[config.mk]
export PLATFORM = sky130hd
export DESIGN_NAME = mem_stage
export DESIGN_NICKNAME = d
export VERILOG_FILES = /design/src/rtl/mem_stage.sv
export SDC_FILE = /design/constraint.sdc
export NUM_CORES = 1
export LEC_CHECK = 0
export ABC_AREA = 1
export BUFFER_PORTS_ARGS = -buffer_cell sky130_fd_sc_hd__buf_4
export CAP_MARGIN = 20
export CELL_PAD_IN_SITES_DETAIL_PLACEMENT = 1
export CELL_PAD_IN_SITES_GLOBAL_PLACEMENT = 1
export CORE_AREA = 8 8 157 159
export CTS_CLUSTER_DIAMETER = 40
export DETAILED_ROUTE_END_ITERATION = 8
export DIE_AREA = 0 0 165 167
export PLACE_DENSITY_LB_ADDON = 0.1
export SLEW_MARGIN = 40
export SYNTH_ARGS = -nofsm -noshare
export SYNTH_HDL_FRONTEND = slang
export SYNTH_SLANG_ARGS = --single-unit
[constraint.sdc]
create_clock -name clk -period 2.85 [get_ports clk]
set_clock_uncertainty 0.15 [all_clocks]
set_input_delay 0.57 -clock clk [delete_from_list [all_inputs] [get_ports clk]]
set_output_delay 0.57 -clock clk [all_outputs]
set_load 0.01 [all_outputs]
[src/rtl/mem_stage.sv]
// rtl/mem_stage.sv - pipeline memory stage: data-cache req/ack handshake, load alignment, WB bus packing
module mem_stage #(
   parameter int EXE_MEM_BUS_WIDTH = 154,
   parameter int MEM_WB_BUS_WIDTH  = 118
) (
   input  logic                         clk,
   input  logic                         rst,
   input  logic                         MEM_valid,
   input  logic [EXE_MEM_BUS_WIDTH-1:0] EXE_MEM_bus_r,
   input  logic                         WB_allow_in,
   output logic                         dreq,
   output logic                         dwr,
   output logic [3:0]                   dwstrb,
   output logic [31:0]                  daddr,
   output logic [31:0]                  dwdata,
   input  logic                         dack,
   input  logic [31:0]                  drdata,
   output logic                         MEM_over,
   output logic [MEM_WB_BUS_WIDTH-1:0]  MEM_WB_bus,
   output logic [4:0]                   MEM_wdest,
   output logic [31:0]                  MEM_pc
);

   typedef enum logic [1:0] {S_IDLE, S_WAIT, S_DONE} state_t;

   state_t      state_q, state_d;
   logic [31:0] load_q, load_d;

   logic        ld, st, ls_word, lb_sign;
   logic [31:0] store_data, exe_result;
   logic        mem_op;
   logic [7:0]  load_byte;
   logic [31:0] load_aligned;
   logic [31:0] rf_wdata;

   assign {ld, st, ls_word, lb_sign} = EXE_MEM_bus_r[153:150];
   assign store_data = EXE_MEM_bus_r[149:118];
   assign exe_result = EXE_MEM_bus_r[117:86];
   assign mem_op     = MEM_valid & (ld | st);

   // Cache-facing fields depend only on the latched bus, so they stay stable while waiting.
   assign daddr  = ls_word ? {exe_result[31:2], 2'b00} : exe_result;
   assign dwr    = st;
   assign dwstrb = !st ? 4'b0000 : (ls_word ? 4'b1111 : (4'b0001 << exe_result[1:0]));
   assign dwdata = ls_word ? store_data : {4{store_data[7:0]}};

   assign load_byte    = 8'(drdata >> {exe_result[1:0], 3'b000});
   assign load_aligned = ls_word ? drdata
                       : {{24{lb_sign & load_byte[7]}}, load_byte};

   always_comb begin
      state_d  = state_q;
      dreq     = 1'b0;
      MEM_over = 1'b0;
      case (state_q)
         S_IDLE: begin
            MEM_over = MEM_valid & ~mem_op;
            if (mem_op) begin
               dreq    = 1'b1;
               state_d = dack ? S_DONE : S_WAIT;
            end
         end
         S_WAIT: begin
            dreq = 1'b1;
            if (dack) state_d = S_DONE;
         end
         S_DONE: begin
            MEM_over = 1'b1;
            if (WB_allow_in) state_d = S_IDLE;
         end
         default: state_d = S_IDLE;
      endcase
   end

   always_comb begin
      load_d = load_q;
      if (dreq && dack) load_d = load_aligned;
   end

   always_ff @(posedge clk) begin
      if (rst) begin
         state_q <= S_IDLE;
         load_q  <= 32'h0;
      end else begin
         state_q <= state_d;
         load_q  <= load_d;
      end
   end

   assign rf_wdata   = ld ? load_q : exe_result;
   assign MEM_WB_bus = {rf_wdata, EXE_MEM_bus_r[85:0]};
   assign MEM_wdest  = EXE_MEM_bus_r[36:32] & {5{MEM_valid}};
   assign MEM_pc     = EXE_MEM_bus_r[31:0];

endmodule

==> results.md, run 1 <==
- Result of the run: finished, final reports clean
- Complex-gate fraction of the synthesized area: 8.50%
- Worst slack on hold paths: 0.385 ns
- Syn_nets: 880
- DP HPWL: 14.4 mm
- Post-synth top area share: 30.2%
- Maximum number of pins on one net before global-route repair: 48
- Arrival @ worst endpoint: 1.52 ns
- Power density of the placed cells: 368 nW/um2
- Netlist Area Pre-Place: 3960 um2
- Adder-cell share of the synthesized area: 0%
- Count of buffers inserted at the top-level ports: 222
- Xor and xnor fraction of the mapped netlist area: 0%
- Height of the die: 167 um
- Num rows: 55
- Global-route wire length before repair: 24.9 mm
- Post-CTS setup repair buffer count: 0
- Clock slew seen by the registers of the worst setup and hold paths: 0.05 ns
- Max Clk Rate: 0.446 GHz
- Most common cell on crit path: buf_4
- CP endpoint kind: output pin
- Number of vias after detailed routing: 3,950
- CTS Root Buffer Type: clkbuf_16
- Top cell type by total area after synthesis: buf_4
- Max-slew headroom: 67.8%
- Final hold violation count: 0
- Required time at the worst-slack endpoint: 2.13 ns
- Unrepaired setup endpoints after global routing: false
- Largest family of logic cells by synthesized area: buffers and inverters
- Combined global-route utilization of all metal layers: 11.8%
- Number of global-route vias before repair: 4,343
- Drc violations: 0
- Antenna Diode Count: 0
- Initial cell density of the core: 17.8%
- Ys flop type: dfxtp_1
- Period Utilization, post-route: 78.7%
- Count of warnings emitted by yosys: 0
- Number of gates resized after CTS: 0
- H-tree depth: 2
- Share of synthesized flip-flops with an asynchronous set or reset: 0%
- Area growth from synthesis to layout: 22.3%
- Overall die area: 27,600 um2
- Critical path, cell by cell: buf_4 -> buf_4 -> nand2_1 -> nand2_1 -> buf_4
- Proportion of layout cells with a drive suffix above 1: 34.2%
- Area contributors post-synth: buf_4 30%, nand2_1 19%, dfxtp_1 17%, inv_1 8.9%, nor2_1 7.6%
- Leakage component of the power: 2.82 nW
- Cell with the most instances after synthesis: nand2_1
- Crit-path slowest cell: buf_4
- Number of CTS-inserted buffers: 5
- Hold buffer count at CTS: 0
- Maximum fanout along the worst path: 47
- Detail Route Antenna Nets: 0
- Hold/Removal Path Class: flop to flop
- RD Place Congestion: 0.735
- Fraction of the mapped netlist area in simple logic gates: 30.5%
- List of most frequent post-synthesis cells: 202 x nand2_1, 159 x buf_4, 94 x inv_1
- Clk Latency, worst-skew pair: 0.28 ns
- DRC violation total after the first TritonRoute iteration: 103
- Grt ovf: 0
- Final-report max-slew violation count: 0
- Category of the most critical setup path: input pin to output pin
- Number of flops mapped to enable cells by yosys: 0
- Vias per Instance: 3.86
- Post-layout power: 0.00178 W
- Startpoint kind of the worst setup timing path: input pin
- Worst Max-Slew Pin Slew: 0.482 ns
- Max capacitance violation total: 0
- Clock buffer depth: 2
- Delay of the slowest cell on the worst path: 0.44 ns
- Core region area: 22,200 um2
- Register area share after synthesis: 17.2%
- Maximum ir drop on the vdd rail: 0.169 mV
- Die Span X: 165 um
- CTS sink count: 34
- Final worst path period need: 2.24 ns
- Mapped Avg Cell Area: 5.74 um2
- Iteration count of the initial detailed-routing pass: 4
- Boundary Pins: 417
- Mux share of post-synthesis cell area: 0%
- Number of distinct library cells after synthesis: 22
- Final setup vio count: 0
- TritonCTS clock tree: yes
- Routed wirelength normalized by instance count: 16.3 um
- Net count reported at finish: 931
- Setup_tns: 0 ns
- Cell count after synthesis: 689
- Total wire length after detailed routing: 16.7 mm
- Flip-flop and latch count after synthesis: 34
- Number of antenna violations at the first check in global routing: 0
kinds of logic after synthesis:
group | Yosys count
AOI/OAI and AO/OA | 59
buffers and inverters | 289
DFF | 34
and+or+nand+nor | 307
sequential cells by signal (all words and copies together), names as in the netlist:
register  cells
load_q       32
state_q       2
report_power, final:
group,switching (W),total (W),internal (W)
logic,0.000385,0.000717,0.000332
clock network,0.000202,0.000540,0.000338
registers,0.0000102,0.000526,0.000515
total,0.000597,0.00178,0.00118
metal layers:
metal	GRT usage, %	wire, um
met2	20.8	8210
met5	0	0
met4	4.66	473
met3	3.94	1420
met1	12.6	6630
worst paths after layout:
path | startpoint | endpoint | slack (ns) | cells after the start
setup reg to reg | state_q[0] | load_q[15] | 1.37 | 8
hold / removal | load_q[13] | load_q[13] | 0.39 | 4
hold reg to reg | load_q[13] | load_q[13] | 0.39 | 4
setup / recovery | EXE_MEM_bus_r[151] | dwdata[26] | 0.61 | 5
through the flow:
stage          instances  worst slack [ns]  util [%]  area, um2
5_1_grt             1024             0.440      21.8       4840
2_1_floorplan        689             0.777         -       3960
4_1_cts             1024             0.536      21.8       4840
3_3_place_gp        1018             0.566      21.1       4700
3_5_place_dp        1018             0.539      21.1       4700
6_report            1024             0.607      21.8       4840
critical path, delay by kind of cell:
kind / cells / cell delay [ns]
simple gates: 2 / 0.23
buf+inv: 3 / 0.72
cell usage in the layout, fill, tap and decap left out:
master       n
clkinv_1     9
dfxtp_1     34
nor2_1      80
buf_4      227
clkbuf_16    5
nand3_2      1
buf_12       1
o21ai_0      2
nand4_1      1
clkbuf_8     1
inv_2        2
nand2_2      1
inv_1       94
nor2_2       3
o21ai_2      1
nor3_1       1
nand3_4      1
nand3_1     17
nand2_1    202
a21oi_2     10
a21oi_1     46
cell type report:
type | count | area [um2]
fillers | 2854 | 17400
repair buffers | 228 | 1720
multi-input cells | 366 | 1540
flip-flops and latches | 34 | 681
inverters | 105 | 394
well taps | 285 | 357
clock buffers | 6 | 139
Note: power is estimated with default switching activity, not from simulation.
==> run 2: changes to the inputs <==
Settings changed: ABC_AREA 1 to 0.
Clock period 2.85 ns to 2.02 ns, I/O delays scaled along.
==> run 2 against run 1 <==
Power up 43%. Routed wire length is 7.2% lower. Clock power up 45%. Critical path depth shrank 1. Sequential cell count unchanged. Worst hold slack worse by 0.24 ns. Via count down 17%. Utilization fell by 0.12 points. Die area unchanged. Final area is 0.54% lower. Non-clock buffer count up 10. Critical path type is now flop to output pin. Critical endpoint is now dreq.
==> results.md, run 2 <==
- Worst-case setup slack after placement: 0.113 ns
- Area contributors post-synth: buf_4 31%, dfxtp_1 18%, a221oi_1 10%, mux2_2 9.4%, a221oi_2 7.8%
- Flip-flop and latch count after synthesis: 34
- Number of cells traversed by the worst register-to-register path: 4
- Hold buffer count at CTS: 0
- Leakage component of the power: 2.19 nW
- Top cell type by total area after synthesis: buf_4
- RD Place Congestion: 0.684
- R2R setup slack: 0.41 ns
- Arrival @ worst endpoint: 1.33 ns
- Number of gates resized after CTS: 0
- Net count reported at finish: 706
- Overall die area: 27,600 um2
- Power density of the placed cells: 530 nW/um2
- Max reg flops: 32
- Psw: 0.000807 W
- Clock slew seen by the registers of the worst setup and hold paths: 0.06 ns
- Cell with the most instances after synthesis: buf_4
- Final worst slack: 0.140 ns
- Antenna Diode Count: 0
- Most common cell after layout, fill and taps aside: buf_4
- Maximum fanout along the worst path: 5
- Die Span X: 165 um
- Delay of the slowest cell on the worst path: 0.37 ns
- Clock buffer depth: 2
- Sequential fraction of design power: 29.9%
- Count of buffers inserted at the top-level ports: 222
- Register area share after synthesis: 17.7%
- Power share of the clock group: 30.7%
- Startpoint kind of the worst setup timing path: flop
- List of most frequent post-synthesis cells: 158 x buf_4, 49 x nand2_1, 44 x a221oi_1
- Count of warnings emitted by yosys: 0
- Max-slew headroom: 65.5%
- Final-report max-slew violation count: 0
- Final setup vio count: 0
- Post-CTS setup repair buffer count: 0
- Unrepaired setup endpoints after global routing: false
- Syn_nets: 653
- Mapped Avg Cell Area: 8.32 um2
- Maximum ir drop on the vdd rail: 0.311 mV
- CP endpoint kind: output pin
- Biggest registers after layout: load_q x32, state_q x2
- Cell count after synthesis: 462
- Part of the total power dissipated in combinational logic: 39.5%
- Result of the run: finished, final reports clean
- Switch share: 31.6%
- Required time at the worst-slack endpoint: 1.47 ns
- Ys flop type: dfxtp_1
- TritonCTS clock tree: yes
- Launching instance or port of the critical path: state_q[0]
- Reg-to-reg endpoint: load_q[22]
- Detail Route Antenna Nets: 0
- Routed wirelength normalized by instance count: 19.4 um
- Hold/Removal Path Class: input pin to flop
- DRC violation total after the first TritonRoute iteration: 116
- Number of flops mapped to enable cells by yosys: 0
- Clk Latency, worst-skew pair: 0.28 ns
- CTS sink count: 34
- Final core occ: 21.6%
- Number of vias after detailed routing: 3,278
- Total wire length after detailed routing: 15.5 mm
- Number of CTS-inserted buffers: 5
- Number of distinct library cells after synthesis: 26
- Max capacitance violation total: 0
- H-tree depth: 2
- Most flop-heavy register: load_q
- DP HPWL: 12.9 mm
- Height of the die: 167 um
- Critical path destination: dreq
- Combined global-route utilization of all metal layers: 10.4%
- Num rows: 55
- Iteration count of the initial detailed-routing pass: 4
- Netlist Area Pre-Place: 3840 um2
- Crit-path slowest cell: dfxtp_1
- Period Utilization, post-route: 93.1%
- Post-synth top area share: 30.8%
- Most frequent cells in the layout: 234 x buf_4, 49 x nand2_1, 44 x a221oi_1
- Reg-to-reg startpoint: state_q[0]
- Final worst path period need: 1.88 ns
- Area growth from synthesis to layout: 25.2%
- Critical path, cell by cell: clkinv_1 -> and2_1 -> nor2_1 -> buf_4
- Global-route wire length before repair: 22.1 mm
- Maximum number of pins on one net before global-route repair: 40
- Grt ovf: 0
- Category of the most critical setup path: flop to output pin
- Drc violations: 0
- Number of global-route vias before repair: 3,467
- Power Internal: 0.00175 W
- Core region area: 22,200 um2
- Setup_tns: 0 ns
- Number of antenna violations at the first check in global routing: 0
- Max Clk Rate: 0.532 GHz
- CTS Root Buffer Type: clkbuf_16
- Final hold violation count: 0
- Worst Max-Slew Pin Slew: 0.518 ns
- Initial cell density of the core: 17.3%
- Proportion of layout cells with a drive suffix above 1: 58.3%
- Share of synthesized flip-flops with an asynchronous set or reset: 0%
- Boundary Pins: 417
- Vias per Instance: 4.09
-- run 2: power groups by stage --
stage               Clock, W  Combinational (W)  Sequential (W)
detailed placement         0            0.00103        0.000779
floorplan                  0           0.000767        0.000757
global route        0.000843            0.00110        0.000770
CTS                 0.000815            0.00104        0.000765
global placement           0            0.00103        0.000778
finish              0.000783            0.00101        0.000762
-- run 2: stage by stage --
stage	hold slack (ns)	area [um2]	cells	total power [W]
after floorplan	0.289	3840	462	0.00152
after global placement	0.310	4660	793	0.00180
after detailed placement	0.314	4660	793	0.00181
after CTS	0.140	4810	801	0.00262
after global routing	0.144	4810	801	0.00271
final	0.149	4810	801	0.00255
-- run 2: logic make-up (layout without fill, tap and decap cells) --
logic type             Yosys count  after routing  synth area share [%]
buffers and inverters          225            279                  39.0
AOI/OAI and AO/OA               86             86                  22.1
and+or+nand+nor                 77             77                  9.44
muxes                           40             40                  11.8
DFF                             34             34                  17.7
-- run 2: worst min path at each step --
stage | startpoint | endpoint | cells past startpoint
2_1_floorplan | load_q[12] | load_q[12] | 2
3_3_place_gp | load_q[23] | load_q[23] | 2
3_5_place_dp | load_q[15] | load_q[15] | 2
4_1_cts | dack | state_q[0] | 2
5_1_grt | dack | state_q[0] | 2
6_report | dack | state_q[0] | 2
-- run 2: layout make-up --
cell class | instances | area, um2
fill | 2643 | 17400
clock buffer | 7 | 143
multi-input combinational | 203 | 1670
inverter | 33 | 124
timing repair buffer | 238 | 1840
tap | 285 | 357
clock inverter | 1 | 5.00
sequential | 34 | 681
-- run 2: critical path: cells and delay by family (launching register included) --
family / cells / cell delay (ns)
flops: 1 / 0.37
buf+inv: 2 / 0.32
simple gates: 2 / 0.35
-- run 2: routing by layer --
metal	share of wire (%)	GRT usage, %
met1	40	12.6
met2	50	17.7
met3	8.4	2.56
met4	2.0	3.37
met5	0	0
==> run 3: changes to the inputs <==
Settings changed: REMOVE_ABC_BUFFERS set to 1.
==> run 3 against run 2 <==
Critical path depth is 1 higher. Utilization increased by 0.24 points. First-iteration DRC count is 7.8% lower. Routed wire length is 97% higher. Final area up 1.1%. Sequential share of layout area is 0.16 points lower. Power rose by 1.4%. Register-to-register slack worse by 0.07 ns. Sequential power shrank 0.8%. Non-clock buffer count up 5. Largest power group unchanged. Via count rose by 9.8%.
==> results.md, run 3 (same netlist as run 2, synthesis figures left out) <==
- Max Clk Rate: 0.523 GHz
- Final setup vio count: 0
- Final worst path period need: 1.91 ns
- Number of antenna violations at the first check in global routing: 0
- Startpoint kind of the worst setup timing path: input pin
- Detail Route Antenna Nets: 0
- Biggest registers after layout: load_q x32, state_q x2
- Leakage component of the power: 2.21 nW
- Unrepaired setup endpoints after global routing: false
- Clock buffer depth: 2
- Fill cell instance count of the final layout: 2,654
- CTS Root Buffer Type: clkbuf_16
- Worst Max-Slew Pin Slew: 0.565 ns
- DP HPWL: 27.0 mm
- Hold buffer count at CTS: 0
- Max-slew headroom: 62.3%
- Final worst slack: 0.107 ns
- Setup_tns: 0 ns
- Clk Latency, worst-skew pair: 0.28 ns
- Met2 Use GR: 31.0%
- Area growth from synthesis to layout: 26.6%
- Fraction of met3 tracks used by global routing: 24.8%
- Category of the most critical setup path: input pin to output pin
- Proportion of layout cells with a drive suffix above 1: 58.8%
- Antenna Diode Count: 0
- Met1 GRT Util: 19.4%
- H-tree depth: 2
- Count of buffers inserted at the top-level ports: 222
- Num rows: 55
- Grt ovf: 0
- Initial cell density of the core: 17.3%
- Most frequent cells in the layout: 237 x buf_4, 49 x nand2_1, 44 x a221oi_1
- Iteration count of the initial detailed-routing pass: 4
- Required time at the worst-slack endpoint: 1.47 ns
- TritonCTS clock tree: yes
- Period Utilization, post-route: 94.7%
- Worst slack on hold paths: 0.142 ns
- DRC violation total after the first TritonRoute iteration: 107
- Most common cell after layout, fill and taps aside: buf_4
- Overall die area: 27,600 um2
- Final-report max-slew violation count: 0
- Cell Count Post-Placement: 798
- Maximum number of pins on one net before global-route repair: 38
- RD Place Congestion: 0.858
- Combined global-route utilization of all metal layers: 21.2%
- Maximum fanout along the worst path: 37
- Number of vias after detailed routing: 3,600
- Finished Layout Cells: 805
- CP endpoint kind: output pin
- Hold/Removal Path Class: input pin to flop
- Maximum ir drop on the vdd rail: 0.232 mV
- Die Span X: 165 um
- Most flop-heavy register: load_q
- Vias per Instance: 4.47
- Drc violations: 0
- Total wire length after detailed routing: 30.6 mm
- Core region area: 22,200 um2
- Boundary Pins: 417
- Clock slew seen by the registers of the worst setup and hold paths: 0.06 ns
- Final hold violation count: 0
- Net count reported at finish: 711
- Most crowded layer after global routing: met2
- CTS sink count: 34
- Post-layout power: 0.00259 W
- Global-route wire length before repair: 39.0 mm
- Worst-case setup slack after placement: 0.128 ns
- Power density of the placed cells: 532 nW/um2
- Height of the die: 167 um
- Routed wirelength normalized by instance count: 38.0 um
- Number of global-route vias before repair: 3,958
- Result of the run: finished, final reports clean
- Max capacitance violation total: 0
- Number of CTS-inserted buffers: 5
- Max reg flops: 32
- Arrival @ worst endpoint: 1.36 ns
==> run 3: changes by cell type in the layout (fill, tap and decap cells not counted), sizes merged <==
cell / change
clkinvlp: +1
clkinv: -2
buf: +5
==> run 3: repair_timing <==
| item | in CTS | in global routing |
|---|---|---|
| resized for setup | 0 | 1 |
| setup buffers | 0 | 0 |
| endpoints found under the setup margin | 0 | 1 |
==> run 3: layout make-up <==
class                   count  area [um2]  area share (%)
repair buffers            243        1900            39.0
flip-flops and latches     34         681            14.0
well taps                 285         357            7.33
inverters                  33         128            2.62
multi-input cells         203        1670            34.3
clock buffers               7         133            2.73
==> run 3: per-stage QoR <==
step | utilization, % | instance area (um2)
final | 21.9 | 4870
after global routing | 21.9 | 4870
after CTS | 21.9 | 4860
after detailed placement | 21.3 | 4730
after global placement | 21.3 | 4730
after floorplan | - | 2470
==> run 3: power by group <==
part / total, W / switching (W) / internal, W / leakage, nW
logic: 0.00106 / 0.000513 / 0.000545 / 1.87
clock network: 0.000774 / 0.000322 / 0.000453 / 0.0640
registers: 0.000756 / 0.0000313 / 0.000725 / 0.280
==> run 3: final timing paths <==
path / startpoint / to / slack [ns] / depth (start not counted)
worst min register to register: load_q[28] / load_q[28] / 0.31 / 2
worst max register to register: state_q[0] / load_q[1] / 0.34 / 4
worst max-delay path: EXE_MEM_bus_r[151] / dwdata[23] / 0.11 / 5
worst min-delay path: dack / state_q[0] / 0.14 / 2
==> run 3: worst max-delay path: stages <==
cell and delay, ns:
buf_4 0.22, buf_12 0.24, nand2b_1 0.18, nand2_1 0.13, buf_4 0.17
==> run 3: routing by layer <==
metal	vias up	routed length, um
li1	1555	-
met1	1642	9750
met3	13	7770
met5	-	233
met2	386	12700
met4	4	121
